===== config.mk =====
export PLATFORM = sky130hd
export DESIGN_NAME = dac_spi_multi_flat
export DESIGN_NICKNAME = d
export VERILOG_FILES = /design/src/rtl/dac_spi_pkg.sv /design/src/rtl/dac_spi_multi_if.sv /design/src/rtl/dac_sclk_div.sv /design/src/rtl/dac_spi_multi.sv /design/src/flat_wrapper.sv
export SDC_FILE = /design/constraint.sdc
export NUM_CORES = 1
export LEC_CHECK = 0
export ABC_AREA = 1
export CAP_MARGIN = 20
export CORE_MARGIN = 1.5
export CORE_UTILIZATION = 40
export CTS_CLUSTER_DIAMETER = 50
export DETAILED_ROUTE_END_ITERATION = 8
export GPL_TIMING_DRIVEN = 0
export PLACE_DENSITY_LB_ADDON = 0.15
export REMOVE_ABC_BUFFERS = 1
export SYNTH_ARGS = -nofsm -noshare
export SYNTH_HDL_FRONTEND = slang
export SYNTH_HIERARCHICAL = 1
export SYNTH_SLANG_ARGS = --single-unit
export TNS_END_PERCENT = 100

===== constraint.sdc =====
create_clock -name clk -period 2.7 [get_ports clk]
set_input_delay 0.54 -clock clk [delete_from_list [all_inputs] [get_ports clk]]
set_output_delay 0.54 -clock clk [all_outputs]
set_load 0.005 [all_outputs]

===== src/rtl/dac_spi_pkg.sv =====
// Shared types and helpers for the multi-channel DAC SPI serializer.
package dac_spi_pkg;

  localparam int unsigned MaxCh  = 32;
  localparam int unsigned MaxChW = 5;

  typedef enum logic [2:0] {
    StIdle, StLoad, StSetup, StShift, StHold, StGap, StDone
  } state_e;

  typedef struct packed {
    logic              none;
    logic [MaxChW-1:0] idx;
  } ch_sel_t;

  function automatic int frame_pad(int frame_w, int cmd_w, int data_w);
    return frame_w - cmd_w - data_w;
  endfunction

  // Lowest set bit strictly above cur; pass cur = -1 to search from bit 0.
  function automatic ch_sel_t next_ch(logic [MaxCh-1:0] mask, int cur);
    ch_sel_t sel;
    sel.none = 1'b1;
    sel.idx  = '0;
    for (int i = MaxCh - 1; i >= 0; i--) begin
      if (mask[i] && (i > cur)) begin
        sel.none = 1'b0;
        sel.idx  = MaxChW'(i);
      end
    end
    return sel;
  endfunction

endpackage


===== src/rtl/dac_spi_multi_if.sv =====
// Request/status and SPI pin bundle of the DAC serializer.
interface dac_spi_multi_if #(
  parameter int unsigned CHANNELS = 2,
  parameter int unsigned CMD_W    = 4,
  parameter int unsigned DATA_W   = 8
);
  localparam int unsigned CurW = (CHANNELS > 1) ? $clog2(CHANNELS) : 1;

  logic                       start;
  logic [CHANNELS-1:0]        ch_mask;
  logic [CHANNELS*CMD_W-1:0]  cmd;
  logic [CHANNELS*DATA_W-1:0] data;
  logic                       dac_sclk;
  logic [CHANNELS-1:0]        dac_cs;
  logic                       dac_sdo;
  logic                       busy;
  logic                       done;
  logic [CurW-1:0]            cur_ch;

  modport master (
    output start, ch_mask, cmd, data,
    input  dac_sclk, dac_cs, dac_sdo, busy, done, cur_ch
  );

  modport slave (
    input  start, ch_mask, cmd, data,
    output dac_sclk, dac_cs, dac_sdo, busy, done, cur_ch
  );
endinterface


===== src/rtl/dac_sclk_div.sv =====
// SCLK generator: toggles every CLK_DIV enabled cycles, starting low, rising first.
module dac_sclk_div #(
  parameter int unsigned CLK_DIV = 1
) (
  input  logic clk_i,
  input  logic rst_ni,
  input  logic en_i,
  output logic sclk_o,
  output logic rise_stb_o,
  output logic fall_stb_o
);
  localparam int unsigned CntW = (CLK_DIV > 1) ? $clog2(CLK_DIV) : 1;

  logic [CntW-1:0] cnt_q, cnt_d;
  logic            sclk_q, sclk_d;
  logic            tick;

  assign tick = en_i && (cnt_q == CntW'(CLK_DIV - 1));

  always_comb begin
    cnt_d  = cnt_q + CntW'(1);
    sclk_d = sclk_q;
    if (tick) begin
      cnt_d  = '0;
      sclk_d = ~sclk_q;
    end
  end

  always_ff @(posedge clk_i) begin
    if (!rst_ni || !en_i) begin
      cnt_q  <= '0;
      sclk_q <= 1'b0;
    end else begin
      cnt_q  <= cnt_d;
      sclk_q <= sclk_d;
    end
  end

  assign sclk_o     = sclk_q;
  assign rise_stb_o = tick & ~sclk_q;
  assign fall_stb_o = tick & sclk_q;
endmodule


===== src/rtl/dac_spi_multi.sv =====
// Sends one command+data+pad SPI frame to each enabled DAC channel per start request.
module dac_spi_multi
  import dac_spi_pkg::*;
#(
  parameter int unsigned CHANNELS   = 2,
  parameter int unsigned CMD_W      = 4,
  parameter int unsigned DATA_W     = 8,
  parameter int unsigned FRAME_W    = 16,
  parameter int unsigned CLK_DIV    = 1,
  parameter int unsigned GAP_CLKS   = 2,
  parameter bit          CS_ACT_LOW = 1'b0
) (
  input logic            clk,
  input logic            rst_n,
  dac_spi_multi_if.slave bus
);
  localparam int          Pad   = frame_pad(FRAME_W, CMD_W, DATA_W);
  localparam int unsigned CurW  = (CHANNELS > 1) ? $clog2(CHANNELS) : 1;
  localparam int unsigned BitW  = (FRAME_W > 1) ? $clog2(FRAME_W) : 1;
  localparam int unsigned CntW  = $clog2(CLK_DIV + GAP_CLKS + 1);
  localparam int unsigned WordW = CMD_W + DATA_W;

  if (Pad < 0) begin : g_bad_pad
    $error("FRAME_W smaller than CMD_W + DATA_W");
  end
  if (CHANNELS < 1 || CHANNELS > MaxCh) begin : g_bad_ch
    $error("CHANNELS out of range");
  end
  if (CLK_DIV < 1 || GAP_CLKS < 1) begin : g_bad_timing
    $error("CLK_DIV and GAP_CLKS must be at least 1");
  end

  state_e                     state_q;
  logic [CHANNELS-1:0]        mask_q;
  logic [CHANNELS*CMD_W-1:0]  cmd_q;
  logic [CHANNELS*DATA_W-1:0] data_q;
  logic [CurW-1:0]            cur_ch_q;
  logic [CHANNELS-1:0]        cs_q;
  logic [FRAME_W-1:0]         sreg_q;
  logic [BitW-1:0]            bit_q;
  logic [CntW-1:0]            cnt_q;
  logic                       busy_q, done_q;

  logic                       sclk, rise_stb, fall_stb;
  ch_sel_t                    nxt;
  logic [CurW-1:0]            sel_idx;
  logic [WordW-1:0]           word;
  logic [FRAME_W-1:0]         frame;

  dac_sclk_div #(
    .CLK_DIV(CLK_DIV)
  ) u_sclk_div (
    .clk_i     (clk),
    .rst_ni    (rst_n),
    .en_i      (state_q == StShift),
    .sclk_o    (sclk),
    .rise_stb_o(rise_stb),
    .fall_stb_o(fall_stb)
  );

  // In LOAD search from bit 0; in GAP continue above the channel just sent.
  always_comb begin
    nxt     = next_ch(MaxCh'(mask_q), (state_q == StLoad) ? -1 : int'(cur_ch_q));
    sel_idx = CurW'(nxt.idx);
    word    = {cmd_q[sel_idx*CMD_W +: CMD_W], data_q[sel_idx*DATA_W +: DATA_W]};
    frame   = FRAME_W'(word) << Pad;
  end

  always_ff @(posedge clk) begin
    if (!rst_n) begin
      state_q  <= StIdle;
      mask_q   <= '0;
      cmd_q    <= '0;
      data_q   <= '0;
      cur_ch_q <= '0;
      cs_q     <= '0;
      sreg_q   <= '0;
      bit_q    <= '0;
      cnt_q    <= '0;
      busy_q   <= 1'b0;
      done_q   <= 1'b0;
    end else begin
      done_q <= 1'b0;
      unique case (state_q)
        StIdle: begin
          if (bus.start) begin
            mask_q  <= bus.ch_mask;
            cmd_q   <= bus.cmd;
            data_q  <= bus.data;
            busy_q  <= 1'b1;
            state_q <= StLoad;
          end
        end
        StLoad, StGap: begin
          if (state_q == StLoad || cnt_q == CntW'(GAP_CLKS - 1)) begin
            cnt_q <= '0;
            if (nxt.none) begin
              state_q  <= StDone;
              busy_q   <= 1'b0;
              done_q   <= 1'b1;
              cur_ch_q <= '0;
            end else begin
              state_q  <= StSetup;
              cur_ch_q <= sel_idx;
              cs_q     <= CHANNELS'(1) << nxt.idx;
              sreg_q   <= frame;
            end
          end else begin
            cnt_q <= cnt_q + CntW'(1);
          end
        end
        StSetup: begin
          if (cnt_q == CntW'(CLK_DIV - 1)) begin
            state_q <= StShift;
            bit_q   <= '0;
            cnt_q   <= '0;
          end else begin
            cnt_q <= cnt_q + CntW'(1);
          end
        end
        StShift: begin
          if (fall_stb) begin
            sreg_q <= sreg_q << 1;
            bit_q  <= bit_q + BitW'(1);
            if (bit_q == BitW'(FRAME_W - 1)) begin
              state_q <= StHold;
              cnt_q   <= '0;
            end
          end
        end
        StHold: begin
          if (cnt_q == CntW'(CLK_DIV - 1)) begin
            cs_q    <= '0;
            state_q <= StGap;
            cnt_q   <= '0;
          end else begin
            cnt_q <= cnt_q + CntW'(1);
          end
        end
        StDone:  state_q <= StIdle;
        default: state_q <= StIdle;
      endcase
    end
  end

  // rise_stb is implied by the divider phase; only the falling strobe shifts data.
  logic unused_rise;
  assign unused_rise = rise_stb;

  assign bus.dac_sclk = sclk;
  assign bus.dac_cs   = CS_ACT_LOW ? ~cs_q : cs_q;
  assign bus.dac_sdo  = sreg_q[FRAME_W-1];
  assign bus.busy     = busy_q;
  assign bus.done     = done_q;
  assign bus.cur_ch   = cur_ch_q;
endmodule


===== src/flat_wrapper.sv =====
// flat-port wrapper written by rule: the top's interface ports become plain ports
module dac_spi_multi_flat import dac_spi_pkg::*;
#(
  parameter int unsigned CHANNELS   = 2,
  parameter int unsigned CMD_W      = 4,
  parameter int unsigned DATA_W     = 8,
  parameter int unsigned FRAME_W    = 16,
  parameter int unsigned CLK_DIV    = 1,
  parameter int unsigned GAP_CLKS   = 2,
  parameter bit          CS_ACT_LOW = 1'b0
)
  (clk, rst_n, bus_start, bus_ch_mask, bus_cmd, bus_data, bus_dac_sclk, bus_dac_cs, bus_dac_sdo, bus_busy, bus_done, bus_cur_ch);
  dac_spi_multi_if #(.CHANNELS(CHANNELS), .CMD_W(CMD_W), .DATA_W(DATA_W)) bus_i ();
  input logic clk;
  input logic rst_n;
  input wire logic [$bits(bus_i.start)-1:0] bus_start;
  input wire logic [$bits(bus_i.ch_mask)-1:0] bus_ch_mask;
  input wire logic [$bits(bus_i.cmd)-1:0] bus_cmd;
  input wire logic [$bits(bus_i.data)-1:0] bus_data;
  output wire logic [$bits(bus_i.dac_sclk)-1:0] bus_dac_sclk;
  output wire logic [$bits(bus_i.dac_cs)-1:0] bus_dac_cs;
  output wire logic [$bits(bus_i.dac_sdo)-1:0] bus_dac_sdo;
  output wire logic [$bits(bus_i.busy)-1:0] bus_busy;
  output wire logic [$bits(bus_i.done)-1:0] bus_done;
  output wire logic [$bits(bus_i.cur_ch)-1:0] bus_cur_ch;
  assign bus_i.start = bus_start;
  assign bus_i.ch_mask = bus_ch_mask;
  assign bus_i.cmd = bus_cmd;
  assign bus_i.data = bus_data;
  assign bus_dac_sclk = bus_i.dac_sclk;
  assign bus_dac_cs = bus_i.dac_cs;
  assign bus_dac_sdo = bus_i.dac_sdo;
  assign bus_busy = bus_i.busy;
  assign bus_done = bus_i.done;
  assign bus_cur_ch = bus_i.cur_ch;
  dac_spi_multi #(.CHANNELS(CHANNELS), .CMD_W(CMD_W), .DATA_W(DATA_W), .FRAME_W(FRAME_W), .CLK_DIV(CLK_DIV), .GAP_CLKS(GAP_CLKS), .CS_ACT_LOW(CS_ACT_LOW)) u_core (.clk(clk), .rst_n(rst_n), .bus(bus_i));
endmodule

==> results of run 1 <==
where the power goes:
| group | internal (W) | switching, W |
|---|---|---|
| combinational | 0.000404 | 0.000680 |
| clock | 0.000277 | 0.000265 |
| sequential | 0.00101 | 0.000123 |
flip-flops by register name, summed over array words and instances (netlist names):
signal,cells
u_core/data_q,16
u_core/sreg_q,12
u_core/cmd_q,8
u_core/bit_q,4
u_core/state_q,3
u_core/bus.dac_cs,2
u_core/cnt_q,2
u_core/mask_q,2
u_core/bus.busy,1
u_core/bus.cur_ch,1
u_core/bus.done,1
u_core/u_sclk_div/cnt_q,1
u_core/u_sclk_div/sclk_o,1
tightest hold or removal path: cells and delay by family (launching register included):
family | cells | cell delay, ns
AOI/OAI and AO/OA | 1 | 0.05
buffers and inverters | 1 | 0.06
DFF | 1 | 0.31
metal layers:
layer / wire (um) / part of all wire [%] / global-route usage, % / vias to the layer above
met5: 0 / 0 / 0 / -
met4: 17 / 0.31 / 4.62 / 0
met3: 218 / 4.0 / 3.07 / 2
met2: 2600 / 48 / 29.3 / 45
met1: 2590 / 48 / 20.9 / 1053
li1: - / - / - / 1266
stage by stage:
stage | hold WS (ns) | TNS [ns]
after floorplan | 0.429 | 0
after global placement | 0.441 | -11.37
after detailed placement | 0.445 | 0
after CTS | 0.458 | 0
after global routing | 0.479 | 0
final | 0.454 | 0
cell type report:
type,count,area share (%)
Multi-Input combinational cell,252,39.3
Sequential cell,54,35.0
Timing Repair Buffer,36,11.8
Inverter,60,7.28
Tap cell,77,3.11
Clock buffer,6,2.35
Clock inverter,2,1.21
worst max-delay path by stage:
| stage | start | slack (ns) | end | depth (start not counted) |
|---|---|---|---|---|
| after global placement | rst_n | -0.40 | u_core/bit_q[0] | 3 |
| final | u_core/state_q[1] | 0.39 | u_core/state_q[0] | 11 |
| after floorplan | u_core/state_q[1] | 0.72 | u_core/cmd_q[0] | 4 |
| after CTS | u_core/state_q[1] | 0.35 | u_core/state_q[0] | 11 |
| after global routing | u_core/state_q[1] | 0.12 | u_core/state_q[0] | 11 |
| after detailed placement | rst_n | 0.15 | u_core/bit_q[0] | 3 |
==> flow_summary.ini, run 1 <==
[route]
via_per_inst = 4.86
first_pass_iters = 4
routed_wl_um = 5420
avgRoutedWirePerCell_um = 11.1
antenna_left = 0
drt_iter0_drc = 96
drc = 0
vias = 2366

[clock_tree]
postCtsResizedCells = 0
numCtsBuffers = 5
clkTransAtPathRegs_ns = 0.10
htreeDepth = 2
clock_sinks = 54
ctsHoldBuffers = 0
post_cts.repair.setup_buffers = 0
clockBufferDepth = 2
cts_root_buffer = clkbuf_8
tritoncts = built
insertion_delay_ns = 0.30

[timing]
fin_ws_ns = 0.395
fin_crit_ns = 2.31
fmax_ghz = 0.434
fin_skew_ns = 0.00512
rsz0062_at_grt = false
finalHoldViolations = 0
worst_pin_slew_ns = 0.851
setup_violations = 0
finalMaxSlewViolations = 0
max_slew_margin_pct = 43.1
final.period_utilization_pct = 85.4

[global_route]
overflow = 0
grt_pass1_wl_um = 9790
grt_max_degree = 54
antenna_found_initial = 0
grt_pass1_vias = 2269
grt_usage_pct = 16.7

[hold_path]
holdPathStages = 2
whs_endpoint = u_core/data_q[11]
hp-start = u_core/data_q[11]
hold_path_class = reg2reg

[power_and_ir_drop]
p_total_w = 0.00276
ir_drop_uv = 371
pwr_density_cell_mw_per_mm2 = 892
leakage_nw = 1.38

[status]
status = finished clean

[critical_path]
r2r_cells = 11
crit_top_cell = nor2_1
crit_type = reg2reg
reg2reg_slack_ns = 0.39
cp_num_buf_inv = 3
cpPeakStageDelay_ns = 0.54
reg2reg_to = u_core/state_q[0]
worstPathMaxFanout = 21
endpoint_kind = flip-flop
cp_slowest_cell = dfxtp_1
crit_family = simple AND/OR/NAND/NOR gates
crit_chain = nand3_4, inv_2, nand3_1, inv_1, nand2_1, o21ai_1, nand2_1, nor2_1, inv_1, nor2_1, nor2_1
r2r_start = u_core/state_q[1]
cp.arrival_ns = 2.51
critPathLaunchType = flip-flop
required_ns = 2.90

[cells_and_area]
register_area_mm2 = 0.00108
fin_area_mm2 = 0.00309
syn_to_final_growth_pct = 18.5
drive_gt1_share_pct = 5.85
final_common_cell = nand2_1
num_antenna_cells = 0
nets = 442
fin_cells = 487
final_cell_mix = nand2_1 (88), inv_1 (55), dfxtp_1 (54), a21oi_1 (39), clkdlybuf4s50_1 (35)
fin_util_pct = 49.0
multiInputGateArea_mm2 = 0.00121
fillers = 663

[synth]
syn_inst = 385
syn_avg_cell_area_um2 = 6.78
syn-cell-area_mm2 = 0.00261
synth_warnings = 6

[placement]
dpl.hpwl_um = 3650
place_ws_ns = 0.153
gp_congestion = 0.858
dp.cells = 479
placed_cell_area_mm2 = 0.00298
port_buffers = 35

[floorplanning]
fp-row-count = 29
coreArea_mm2 = 0.00631
die_w_um = 83.8
ios = 36
die_h_um = 83.8
die-area_mm2 = 0.00702
initial_core_util_pct = 41.3

[job]
cap_violations = 0
Power figures use the tool's default switching activity.
==> run 2, diff against run 1 <==
Settings changed: CORE_UTILIZATION 40 to 25.
==> run 2 against run 1 <==
Final cell count is 12% higher. Sequential power hardly changed. Critical path depth stayed put. Global-route usage is 5.2 points lower. Design area is 1.5% higher. Non-clock buffer count stayed put. Via count is 1.8% lower. Sequential share of layout area is 0.53 points lower. Largest cell class unchanged.
==> flow_summary.ini, run 2 (synthesized netlist as in run 1, its figures left out) <==
[global_route]
grt-busiest-layer = met2
grt_use_met2_pct = 20.8
grt_usage_pct = 11.5
grtUsageMet1_pct = 14.2
use_met3_pct = 2.12
grt_pass1_wl_um = 10400
grt_pass1_vias = 2268
antenna_found_initial = 0
grt_max_degree = 45
overflow = 0

[timing]
rsz0062_at_grt = false
worst_pin_slew_ns = 0.718
fin_crit_ns = 2.38
final.period_utilization_pct = 88.2
tns_ns = 0
setup_violations = 0
finalHoldViolations = 0
fin_skew_ns = 0.00600
finalMaxSlewViolations = 0
fin_ws_ns = 0.318
fmax_ghz = 0.420
max_slew_margin_pct = 52.1

[clock_tree]
clock_sinks = 54
post_cts.repair.setup_buffers = 0
numCtsBuffers = 5
cts_root_buffer = clkbuf_8
ctsHoldBuffers = 0
htreeDepth = 2
tritoncts = built
clockBufferDepth = 2
postCtsResizedCells = 0
insertion_delay_ns = 0.30
clkTransAtPathRegs_ns = 0.09

[route]
antenna_left = 0
via_per_inst = 4.26
avgRoutedWirePerCell_um = 11.3
first_pass_iters = 4
routed_wl_um = 6180
vias = 2323
drt_iter0_drc = 71
drc = 0

[floorplanning]
die_w_um = 105
fp-row-count = 37
ios = 36
die_h_um = 105
coreArea_mm2 = 0.0102
initial_core_util_pct = 25.5
die-area_mm2 = 0.0111

[placement]
port_buffers = 35
dpl.hpwl_um = 4110
place_ws_ns = 0.266
gp_congestion = 0.818

[cells_and_area]
regMostFlops = u_core/data_q
top_regs = u_core/data_q (16), u_core/sreg_q (12), u_core/cmd_q (8)
fin_util_pct = 30.7
fillers = 1144
drive_gt1_share_pct = 5.62
register_area_mm2 = 0.00108
final_common_cell = nand2_1
largest_reg_flops = 16
multiInputGateArea_mm2 = 0.00121
final_cell_mix = nand2_1 (88), inv_1 (55), dfxtp_1 (54), a21oi_1 (39), clkdlybuf4s50_1 (34)
num_antenna_cells = 0
syn_to_final_growth_pct = 20.3
nets = 442

[critical_path]
endpoint_kind = flip-flop
crit_chain = nand3_4, inv_2, nand3_1, inv_1, nand2_1, o21ai_1, nand2_1, nor2_1, inv_1, nor2_1, nor2_1
cpPeakStageDelay_ns = 0.55
required_ns = 2.91
crit_type = reg2reg
cp.arrival_ns = 2.59
cp_slowest_cell = dfxtp_1
worstPathMaxFanout = 21
crit_family = simple AND/OR/NAND/NOR gates
critPathLaunchType = flip-flop
cp_num_buf_inv = 3
crit_top_cell = nor2_1

[power_and_ir_drop]
pwr_density_cell_mw_per_mm2 = 858
ir_drop_uv = 245
leakage_nw = 1.37

[hold_path]
hold_path_class = reg2reg

[job]
cap_violations = 0

[status]
status = finished clean
[run 2: cell count changes in the layout (fill, tap and decap cells not counted), sizes merged]
cell	before	now
buf	1	2
clkinvlp	1	0
clkdlybuf4s50	35	34
clkbuf	6	7
bufinv	1	0
[run 2: final timing paths]
path	from	endpoint	slack [ns]	cells after the start
min	u_core/data_q[15]	u_core/data_q[15]	0.46	2
max reg2reg	u_core/state_q[1]	u_core/state_q[1]	0.32	11
max	u_core/state_q[1]	u_core/state_q[1]	0.32	11
min reg2reg	u_core/data_q[15]	u_core/data_q[15]	0.46	2
[run 2: cell type report]
type / count / area share (%)
Clock buffer: 7 / 2.43
Timing Repair Buffer: 36 / 11.9
Sequential cell: 54 / 34.4
Multi-Input combinational cell: 252 / 38.7
Tap cell: 136 / 5.42
Inverter: 60 / 7.17
[run 2: worst reg2reg max path: stages, from the launching register on]
cell and delay (ns):
dfxtp_1 0.55, nand3_4 0.30, inv_2 0.39, nand3_1 0.15, inv_1 0.11, nand2_1 0.06, o21ai_1 0.18, nand2_1 0.09
nor2_1 0.24, inv_1 0.09, nor2_1 0.09, nor2_1 0.05
[run 2: per-layer routing]
metal | up-vias | routed length (um)
li1 | 1266 | -
met1 | 1021 | 3070
met2 | 32 | 2900
met3 | 4 | 158
met4 | 0 | 39
met5 | - | 0
[run 2: where the power goes]
group | total [W] | internal (W) | switching (W) | leakage, nW
registers | 0.00113 | 0.00101 | 0.000124 | 0.443
logic | 0.00112 | 0.000428 | 0.000697 | 0.889
clock network | 0.000435 | 0.000180 | 0.000255 | 0.0383
[run 2: metrics by stage]
step                instances  power, W  cell area (um2)  hold WS (ns)
floorplan                 366   0.00195             2520         0.429
global placement          537   0.00225             3040         0.441
detailed placement        538   0.00229             3060         0.450
CTS                       545   0.00275             3140         0.464
global route              545   0.00297             3140         0.470
finish                    545   0.00269             3140         0.460
